<file path="config.mk">
export PLATFORM = sky130hd
export DESIGN_NAME = uart_receiver_flat
export DESIGN_NICKNAME = d
export VERILOG_FILES = /design/src/rtl/uart_pkg.sv /design/src/rtl/uart_receiver_if.sv /design/src/rtl/uart_rx_tick.sv /design/src/rtl/uart_receiver.sv /design/src/flat_wrapper.sv
export SDC_FILE = /design/constraint.sdc
export NUM_CORES = 1
export LEC_CHECK = 0
export BUFFER_PORTS_ARGS = -buffer_cell sky130_fd_sc_hd__clkbuf_2
export CORE_ASPECT_RATIO = 1.2
export CORE_MARGIN = 1
export CORE_UTILIZATION = 63
export CTS_CLUSTER_DIAMETER = 60
export DETAILED_ROUTE_END_ITERATION = 6
export GPL_TIMING_DRIVEN = 0
export PLACE_DENSITY = 0.79
export SLEW_MARGIN = 40
export SYNTH_ARGS = -nofsm -noshare
export SYNTH_HDL_FRONTEND = slang
export SYNTH_SLANG_ARGS = --single-unit
</file>
<file path="constraint.sdc">
create_clock -name clk -period 4.6 [get_ports clk]
set_input_delay 0.69 -clock clk [delete_from_list [all_inputs] [get_ports clk]]
set_output_delay 0.69 -clock clk [all_outputs]
set_load 0.02 [all_outputs]
</file>
<file path="src/rtl/uart_pkg.sv">
// rtl/uart_pkg.sv - shared state encoding, oversampling constants and vote helper for the UART receive path
package uart_pkg;

    localparam int OVERSAMPLE = 16;

    localparam logic [3:0] SAMPLE_LO  = 4'd7;
    localparam logic [3:0] SAMPLE_MID = 4'd8;
    localparam logic [3:0] SAMPLE_HI  = 4'd9;

    typedef enum logic [2:0] {
        RX_IDLE    = 3'd0,
        RX_START   = 3'd1,
        RX_DATA    = 3'd2,
        RX_STOP    = 3'd3,
        RX_RECOVER = 3'd4
    } rx_state_t;

    function automatic logic majority3(input logic a, input logic b, input logic c);
        return (a & b) | (a & c) | (b & c);
    endfunction

endpackage

</file>
<file path="src/rtl/uart_receiver_if.sv">
// rtl/uart_receiver_if.sv - received-byte output bundle from the UART receiver to its consumer
interface uart_receiver_if;

    logic [7:0] out_data;
    logic       rxBusy;
    logic       rxDone;
    logic       rxFrameErr;

    modport master (output out_data, output rxBusy, output rxDone, output rxFrameErr);
    modport slave  (input  out_data, input  rxBusy, input  rxDone, input  rxFrameErr);

endinterface

</file>
<file path="src/rtl/uart_rx_tick.sv">
// rtl/uart_rx_tick.sv - oversample tick divider, one-cycle tick every DIV clocks, synchronous clear
module uart_rx_tick #(
    parameter int DIV = 27
) (
    input  logic clk,
    input  logic rst_n,
    input  logic clr,
    output logic tick
);

    localparam int W = (DIV > 1) ? $clog2(DIV) : 1;
    localparam logic [W-1:0] LAST = W'(DIV - 1);

    logic [W-1:0] cnt;

    assign tick = (cnt == LAST) && !clr;

    always_ff @(posedge clk or negedge rst_n) begin
        if (!rst_n) begin
            cnt <= '0;
        end else if (clr || cnt == LAST) begin
            cnt <= '0;
        end else begin
            cnt <= cnt + 1'b1;
        end
    end

endmodule

</file>
<file path="src/rtl/uart_receiver.sv">
// rtl/uart_receiver.sv - UART 8N1 receiver: 2-flop sync, 16x oversampling, 3-sample majority vote per bit
module uart_receiver
    import uart_pkg::*;
#(
    parameter int CLK_FREQ  = 50_000_000,
    parameter int BAUD_RATE = 115200
) (
    input  logic            clk,
    input  logic            rst_n,
    input  logic            rxEn,
    input  logic            rx,
    uart_receiver_if.master rx_if
);

    localparam int DIV = CLK_FREQ / (BAUD_RATE * OVERSAMPLE);

    rx_state_t  state, state_n;
    logic       rx_m, rx_s;
    logic [3:0] s_cnt;
    logic [2:0] bit_cnt, bit_cnt_n;
    logic [7:0] shift, shift_n;
    logic [7:0] data_q, data_n;
    logic       busy_q, busy_n, done_n, ferr_n, done_q, ferr_q;
    logic       smp_lo, smp_mid;
    logic       tick, start_det, decide, vote;

    uart_rx_tick #(.DIV(DIV)) u_tick (
        .clk   (clk),
        .rst_n (rst_n),
        .clr   (start_det || !rxEn),
        .tick  (tick)
    );

    assign decide = tick && (s_cnt == SAMPLE_HI);
    assign vote   = majority3(smp_lo, smp_mid, rx_s);

    always_comb begin
        state_n   = state;
        shift_n   = shift;
        bit_cnt_n = bit_cnt;
        data_n    = data_q;
        busy_n    = busy_q;
        done_n    = 1'b0;
        ferr_n    = 1'b0;
        start_det = 1'b0;
        unique case (state)
            RX_IDLE: if (!rx_s) begin
                start_det = 1'b1;
                bit_cnt_n = 3'd0;
                busy_n    = 1'b1;
                state_n   = RX_START;
            end
            RX_START: if (decide) begin
                if (vote) begin
                    busy_n  = 1'b0;
                    state_n = RX_IDLE;
                end else begin
                    state_n = RX_DATA;
                end
            end
            RX_DATA: if (decide) begin
                shift_n   = {vote, shift[7:1]};
                bit_cnt_n = bit_cnt + 3'd1;
                if (bit_cnt == 3'd7) state_n = RX_STOP;
            end
            RX_STOP: if (decide) begin
                if (vote) begin
                    data_n  = shift;
                    done_n  = 1'b1;
                    busy_n  = 1'b0;
                    state_n = RX_IDLE;
                end else begin
                    ferr_n  = 1'b1;
                    state_n = RX_RECOVER;
                end
            end
            // Hold off until the line is released so a break is not taken as a new frame.
            RX_RECOVER: if (rx_s) begin
                busy_n  = 1'b0;
                state_n = RX_IDLE;
            end
            default: begin
                busy_n  = 1'b0;
                state_n = RX_IDLE;
            end
        endcase
    end

    always_ff @(posedge clk or negedge rst_n) begin
        if (!rst_n) begin
            state   <= RX_IDLE;
            rx_m    <= 1'b1;
            rx_s    <= 1'b1;
            s_cnt   <= 4'd0;
            bit_cnt <= 3'd0;
            shift   <= 8'h00;
            data_q  <= 8'h00;
            busy_q  <= 1'b0;
            done_q  <= 1'b0;
            ferr_q  <= 1'b0;
            smp_lo  <= 1'b1;
            smp_mid <= 1'b1;
        end else if (!rxEn) begin
            state   <= RX_IDLE;
            rx_m    <= 1'b1;
            rx_s    <= 1'b1;
            s_cnt   <= 4'd0;
            bit_cnt <= 3'd0;
            shift   <= 8'h00;
            data_q  <= 8'h00;
            busy_q  <= 1'b0;
            done_q  <= 1'b0;
            ferr_q  <= 1'b0;
            smp_lo  <= 1'b1;
            smp_mid <= 1'b1;
        end else begin
            state   <= state_n;
            rx_m    <= rx;
            rx_s    <= rx_m;
            bit_cnt <= bit_cnt_n;
            shift   <= shift_n;
            data_q  <= data_n;
            busy_q  <= busy_n;
            done_q  <= done_n;
            ferr_q  <= ferr_n;
            if (start_det) begin
                s_cnt <= 4'd0;
            end else if (tick) begin
                s_cnt <= s_cnt + 4'd1;
            end
            if (tick && s_cnt == SAMPLE_LO)  smp_lo  <= rx_s;
            if (tick && s_cnt == SAMPLE_MID) smp_mid <= rx_s;
        end
    end

    assign rx_if.out_data   = data_q;
    assign rx_if.rxBusy     = busy_q;
    assign rx_if.rxDone     = done_q;
    assign rx_if.rxFrameErr = ferr_q;

endmodule
</file>
<file path="src/flat_wrapper.sv">
// flat-port wrapper written by rule: the top's interface ports become plain ports
module uart_receiver_flat import uart_pkg::*;
#(
    parameter int CLK_FREQ  = 50_000_000,
    parameter int BAUD_RATE = 115200
)
  (clk, rst_n, rxEn, rx, rx_if_out_data, rx_if_rxBusy, rx_if_rxDone, rx_if_rxFrameErr);
  uart_receiver_if rx_if_i ();
  input  logic clk;
  input  logic rst_n;
  input  logic rxEn;
  input  logic rx;
  output wire logic [$bits(rx_if_i.out_data)-1:0] rx_if_out_data;
  output wire logic [$bits(rx_if_i.rxBusy)-1:0] rx_if_rxBusy;
  output wire logic [$bits(rx_if_i.rxDone)-1:0] rx_if_rxDone;
  output wire logic [$bits(rx_if_i.rxFrameErr)-1:0] rx_if_rxFrameErr;
  assign rx_if_out_data = rx_if_i.out_data;
  assign rx_if_rxBusy = rx_if_i.rxBusy;
  assign rx_if_rxDone = rx_if_i.rxDone;
  assign rx_if_rxFrameErr = rx_if_i.rxFrameErr;
  uart_receiver #(.CLK_FREQ(CLK_FREQ), .BAUD_RATE(BAUD_RATE)) u_core (.clk(clk), .rst_n(rst_n), .rxEn(rxEn), .rx(rx), .rx_if(rx_if_i));
endmodule
</file>
==> results of run 1 <==
## per-stage QoR
stage / utilization (%) / area [um^2] / setup WS (ps)
floorplan: - / 1851 / 2762
global placement: 70.31 / 1958 / 2512
detailed placement: 70.40 / 1961 / 2450
CTS: 73.18 / 2038 / 2634
global route: 73.18 / 2038 / 2513
finish: 73.18 / 2038 / 2659
## cell families after synthesis
family / Yosys count / share of synthesized area (%)
AND/OR/NAND/NOR: 71 / 19.95
flip-flops: 38 / 51.66
multiplexers: 20 / 10.95
AO/OA/AOI/OAI: 13 / 5.951
buffers and inverters: 13 / 3.854
adder cells (fa/ha/maj): 8 / 5.274
XOR/XNOR: 5 / 2.366
## report_power, final
group,internal (mW),switching [mW],total [mW]
logic,0.00933,0.0205,0.0298
registers,0.339,0.00457,0.343
clock network,0.113,0.106,0.218
## final cells by class
cell class                 instances  area, um^2
buffer                             7       48.80
clock buffer                       5       37.54
clock inverter                     3       40.04
fill                             207       747.0
inverter                           6       22.52
multi-input combinational        117       823.3
sequential                        38       955.9
tap                               34       42.54
timing repair buffer              13       67.56
## cells in the mapped netlist, types with 2 or more instances
library cell / instances
nor2_1: 23
and4b_1: 2
clkbuf_1: 4
nand2_1: 23
ha_1: 7
mux2_2: 2
mux2i_1: 18
nor2b_1: 5
buf_6: 3
nand4_1: 2
dfrtp_1: 34
a21oi_1: 4
dfstp_2: 4
and3_1: 3
xor2_1: 4
nand3_1: 3
inv_1: 5
nor3_1: 2
o21ai_0: 2
nand2b_1: 4
## sequential cells by signal, indices dropped and copies added (netlist names), 3 cells and up
register / count
u_core.s_cnt: 4
u_core.rx_if.out_data: 8
u_core.bit_cnt: 3
u_core.shift: 8
u_core.u_tick.cnt: 5
u_core.state: 3
## routing by layer
layer | GRT usage [%] | wire length, um
met2 | 41.93 | 1624
met4 | 5.792 | 33
met3 | 6.667 | 120
met1 | 29.61 | 1428
met5 | 0 | 0
## worst paths after layout
path                                           start                  endpoint  slack, ps
worst min register to register           u_core.rx_m               u_core.rx_s        490
worst max-delay path            u_core.u_tick.cnt[0]  u_core.rx_if.out_data[0]       2660
max in group asynchronous                      rst_n               u_core.rx_m       3900
min in group clk                         u_core.rx_m               u_core.rx_s        490
worst min-delay path                           rst_n   u_core.rx_if.rxFrameErr        330
worst max register to register  u_core.u_tick.cnt[0]  u_core.rx_if.out_data[0]       2660
## worst max-delay path: stages (launching register included)
cell      delay [ps]
dfrtp_1          420
inv_1             70
ha_1             200
and4b_1          210
clkbuf_1         220
nand4_1          180
nor2b_1          180
buf_6            180
mux2i_1          200
==> impl_results.md, run 1 <==
- MaxCap Viol Count: 0
- Worst ir drop on vdd: 0.2833 mV
- PwrDens: 290.1 mW/mm^2
- First-pass GRT wire length: 5430 um
- Port Buffers: 13
- # setup viols final: 0
- # diodes: 0
- Area leader, netlist: dfrtp_1
- Leading cell types in the layout, fill and taps excluded: 34 x dfrtp_1, 23 x nor2_1, 23 x nand2_1
- First-pass iteration count of the detailed router: 4
- Status: complete, no violations
- Max Slew Vio Count: 0
- Crit share post-route: 42.20%
- Worst skew pair latency: 340 ps
- WP data arrival: 2210 ps
- Commonest non-fill, non-tap cell in the layout: dfrtp_1
- Top fanout value on the critical path: 9
- Clock Tree Buf Depth: 2
- Clock slew at reported path FFs: 120 ps
- Avg WL per Cell: 14.38 um
- Post-synth cell types: 34
- ANT nets after route: 0
- Post-synth net total: 179
- TNS Setup: 0 ps
- Hold Crit Class: in -> async
- Total power: 0.5913 mW
- Critical Setup Path Class: reg -> reg
- Vias: 1224
- Inserted Clock Buffers: 5
- Area share of the largest cell type after synthesis: 45.98%
- Synthesized flop and latch total: 38
- Initial core utilization: 66.44%
- Yosys warns: 0
- DRC viols: 0
- CTS root buf: clkbuf_4
- Routed Wire Length: 3206 um
- Post-synth EDFFs: 0
- CTS tree: built
- Hold slack: 331.0 ps
- Top area cells in the synthesized netlist: dfrtp_1 46%, mux2i_1 9.7%, dfstp_2 5.7%
- Global route overflow: 0
- DR vias/cell: 5.489
- Slew margin rel.: 66.45%
- Row count: 21
- Setup Skew: 12.08 ps
- Core area: 0.002785 mm^2
- Async SR Flop Fraction: 100.0%
- Max H-tree Level: 2
- # clock sinks: 38
- Layout Area Growth over Synthesis: 10.14%
- Cells after Synth: 168
- Hold buffers post-CTS: 0
- Pin count of the biggest net entering global routing: 39
- Min Tclk post-route: 1941 ps
- Synth Area per Inst: 11.02 um^2
- Vias in the first global route: 1199
- Register area share after synthesis: 51.66%
- Nets: 199
- Worst Tran Pin Value: 501.5 ps
- DRT iter0 DRCs: 41
- P_leak: 0.9710 nW
- Post-route insts no fill: 223
- Die height: 61.37 um
- Horiz. Die Dim: 51.48 um
- Routability cong.: 0.7404
- Post-CTS setup buffers: 0
- I/O pin count: 15
- Max Fclk: 0.5152 GHz
- Cts repair resizes: 0
- Critical path required time: 4870 ps
- All-Layer GR Usage: 23.94%
- Layout cells sized above 1: 17.99%
- Syn Std Cell Area: 0.001851 mm^2
- Worst Setup End Kind: register
- Initial antenna violation count: 0
- DP HPWL: 2291 um
- Crit path launch type: register
- RSZ-0062 raised after global routing: false
- R2R depth: 8
- Placed Cells: 215
- Hold Vio Cnt, Final: 0
- Main synth FF type: dfrtp_1
- Die area: 0.003159 mm^2
Power figures use the tool's default switching activity.
==> inputs of run 2 (changes only) <==
--- a/config.mk
+++ b/config.mk
@@ -5,14 +5,15 @@
 export SDC_FILE = /design/constraint.sdc
 export NUM_CORES = 1
 export LEC_CHECK = 0
+export ABC_AREA = 1
 export BUFFER_PORTS_ARGS = -buffer_cell sky130_fd_sc_hd__clkbuf_2
 export CORE_ASPECT_RATIO = 1.2
 export CORE_MARGIN = 1
-export CORE_UTILIZATION = 63
+export CORE_UTILIZATION = 58
 export CTS_CLUSTER_DIAMETER = 60
 export DETAILED_ROUTE_END_ITERATION = 6
 export GPL_TIMING_DRIVEN = 0
-export PLACE_DENSITY = 0.79
+export PLACE_DENSITY = 0.74
 export SLEW_MARGIN = 40
 export SYNTH_ARGS = -nofsm -noshare
 export SYNTH_HDL_FRONTEND = slang
==> constraint.sdc (replaced) <==
create_clock -name clk -period 1.96 [get_ports clk]
set_input_delay 0.294 -clock clk [delete_from_list [all_inputs] [get_ports clk]]
set_output_delay 0.294 -clock clk [all_outputs]
set_load 0.02 [all_outputs]
==> run 2 against run 1 <==
  * Via count up 18%
  * Register-to-register slack worse by 2400 ps
  * Critical path depth up 2
  * Sequential power up 140%
  * Die area up 8.6%
  * Core utilization down 6.5 points
  * Synthesized area up 0.27%
  * Design area unchanged
  * Worst setup slack worse by 2400 ps
  * Wire length up 7.3%
  * Critical endpoint is now u_core.shift[7]
  * Highest routed layer unchanged
  * Flip-flop and latch count unchanged
  * Count of clock-buffer cells in the layout up 2
==> impl_results.md, run 2 <==
- Status: complete, no violations
- Routed Wire Length: 3441 um (+7.3%)
- Synth Area per Inst: 9.051 um^2 (-18%)
- I/O pin count: 15 (unchanged)
- WP data arrival: 1950 ps (-260 ps)
- Clock slew at reported path FFs: 110 ps (about the same)
- Critical path required time: 2190 ps (-2680 ps)
- ANT nets after route: 0 (unchanged)
- Cells after Synth: 205 (+22%)
- First-pass GRT wire length: 5940 um (+9.4%)
- Post-synth net total: 216 (+21%)
- Cts repair resizes: 0 (unchanged)
- Layout cells sized above 1: 20.26% (+2.3 points)
- DR vias/cell: 5.510 (+0.38%)
- First-pass iteration count of the detailed router: 4 (unchanged)
- Die height: 63.96 um (+4.2%)
- Area share of the largest cell type after synthesis: 45.85% (-0.12 points)
- TNS Setup: 0 ps (unchanged)
- CTS tree: built
- Worst Tran Pin Value: 508.4 ps (+6.879 ps)
- All-Layer GR Usage: 24.10% (+0.16 points)
- Hold slack: 150.2 ps (-180.8 ps)
- Syn Std Cell Area: 0.001856 mm^2 (+0.27%)
- Async SR Flop Fraction: 100.0% (unchanged)
- Post-route cell area: 0.002038 mm^2 (unchanged)
- Worst Setup End Kind: register
- Pin count of the biggest net entering global routing: 39 (unchanged)
- Dpl cell area: 0.001968 mm^2 (+0.38%)
- Core area: 0.003055 mm^2 (+9.7%)
- RSZ-0062 raised after global routing: false
- Area leader, netlist: dfrtp_1
- Port Buffers: 13 (unchanged)
- Placed Cells: 254 (+18%)
- Min Tclk post-route: 1720 ps (-221.2 ps)
- Max Slew Vio Count: 0 (unchanged)
- MaxCap Viol Count: 0 (unchanged)
- Leading cell types in the layout, fill and taps excluded: 43 x nand2_1, 34 x dfrtp_1, 24 x nand3_1
- Post-route insts no fill: 263 (+18%)
- Layout fillers: 249 (+20%)
- Main synth FF type: dfrtp_1
- Max H-tree Level: 2 (unchanged)
- Horiz. Die Dim: 53.64 um (+4.2%)
- Most frequent cells after synthesis: 43 x nand2_1, 34 x dfrtp_1, 24 x nand3_1
- Avg WL per Cell: 13.08 um (-9.0%)
- DRT met1 WL: 1540 um (+7.8%)
- Register area share after synthesis: 51.52% (-0.14 points)
- Top fanout value on the critical path: 10 (+1)
- Hold Vio Cnt, Final: 0 (unchanged)
- Routability cong.: 0.9211 (+24%)
- # setup viols final: 0 (unchanged)
- CTS root buf: clkbuf_4
- P_leak: 0.9782 nW (+0.74%)
- Post-synth cell types: 29 (-15%)
- Worst skew pair latency: 340 ps (about the same)
- DRC viols: 0 (unchanged)
- Setup WS post-layout: 240.2 ps (-2419 ps)
- Met2 Routed Length: 1731 um (+6.6%)
- Worst ir drop on vdd: 0.4352 mV (+54%)
- Top area cells in the synthesized netlist: dfrtp_1 46%, nand2_1 8.7%, nand3_1 6.5%
- # clock sinks: 38 (unchanged)
- Top layer reached by signal wires: met4
- Inserted Clock Buffers: 5 (unchanged)
- PwrDens: 691.4 mW/mm^2 (+140%)
- Die area: 0.003430 mm^2 (+8.6%)
- Initial core utilization: 60.73% (-5.7 points)
- Slew margin rel.: 66.11% (-0.34 points)
- Setup Skew: 15.35 ps (+3.270 ps)
- Crit share post-route: 87.74% (+46 points)
- Vias: 1449 (+18%)
- Layout Area Growth over Synthesis: 9.845%
- Synthesized flop and latch total: 38 (unchanged)
- Total power: 1.409 mW (+140%)
- DRT iter0 DRCs: 51 (+24%)
- Post-synth EDFFs: 0 (unchanged)
- Nets: 237 (+19%)
- Clock Tree Buf Depth: 2 (unchanged)
- Yosys warns: 0 (unchanged)
- Dpl ws: 276.4 ps (-2173 ps)
- Row count: 22 (+4.8%)
- # diodes: 0 (unchanged)
- DP HPWL: 2547 um (+11%)
- Post-layout util: 66.71% (-6.5 points)
- Max Fclk: 0.5815 GHz (+13%)
- Initial antenna violation count: 0 (unchanged)
- Hold Crit Class: in -> reg
- Global route overflow: 0 (unchanged)
- Commonest non-fill, non-tap cell in the layout: nand2_1
- Most common cell in the netlist: nand2_1
- Vias in the first global route: 1370 (+14%)
- Critical Setup Path Class: reg -> reg
- Wire length on met3: 108 um (-10%)
- Crit path launch type: register
## run 2: worst max-delay path, stage by stage (launching register included)
cell	delay [ps]
dfrtp_1	420
inv_1	70
ha_1	150
nand2_1	90
nor2_4	180
nand3_4	120
nor2_8	150
nand2_2	120
buf_6	160
nand3_1	70
o21ai_0	80
## run 2: layer usage
layer / global-route usage, % / up-vias
li1: - / 711
met1: 29.22 / 701
met2: 38.75 / 31
met3: 6.667 / 6
met4: 10.86 / 0
met5: 0 / -
## run 2: cell families (layout without fill, tap and decap cells)
logic type      Yosys count  in the layout  synth area share (%)
flops                    38             38                 51.52
compound gates           25             25                 7.283
xor+xnor                  3              3                 1.416
simple gates            106            106                 28.46
buf+inv                  25             47                 6.069
fa+ha+maj                 8              8                 5.259
## run 2: final timing paths
kind                            slack (ps)  cells after the start                   to            startpoint
worst min register to register         490                      2  u_core.rx_if.rxBusy   u_core.rx_if.rxBusy
worst min-delay path                   150                      2          u_core.rx_m                    rx
worst max register to register         240                     10      u_core.shift[7]  u_core.u_tick.cnt[0]
worst max-delay path                   240                     10      u_core.shift[7]  u_core.u_tick.cnt[0]
min in group asynchronous              480                      2      u_core.shift[6]                 rst_n
max in group asynchronous             1100                      2          u_core.rx_m                 rst_n
## run 2: layout make-up
cell class                      instances  area [um^2]  share of cell area [%]
Sequential cell                        38        955.9                   46.90
Multi-Input combinational cell        142        787.0                   38.61
Timing Repair Buffer                   14        77.57                   3.806
Inverter                               20        75.07                   3.683
Clock buffer                            7        55.05                   2.701
Tap cell                               36        45.04                   2.210
Buffer                                  5        37.54                   1.842
Clock inverter                          1        5.005                  0.2455
## run 2: where the power goes
part           internal, mW  switching (mW)
registers             0.809          0.0164
logic                0.0465           0.116
clock network         0.174           0.248
total                  1.03           0.380
## run 2: timing repair
item / CTS / global route
endpoints found under the hold margin: 34 / 0
hold buffers: 1 / 0
buffers inserted: 0 / 0
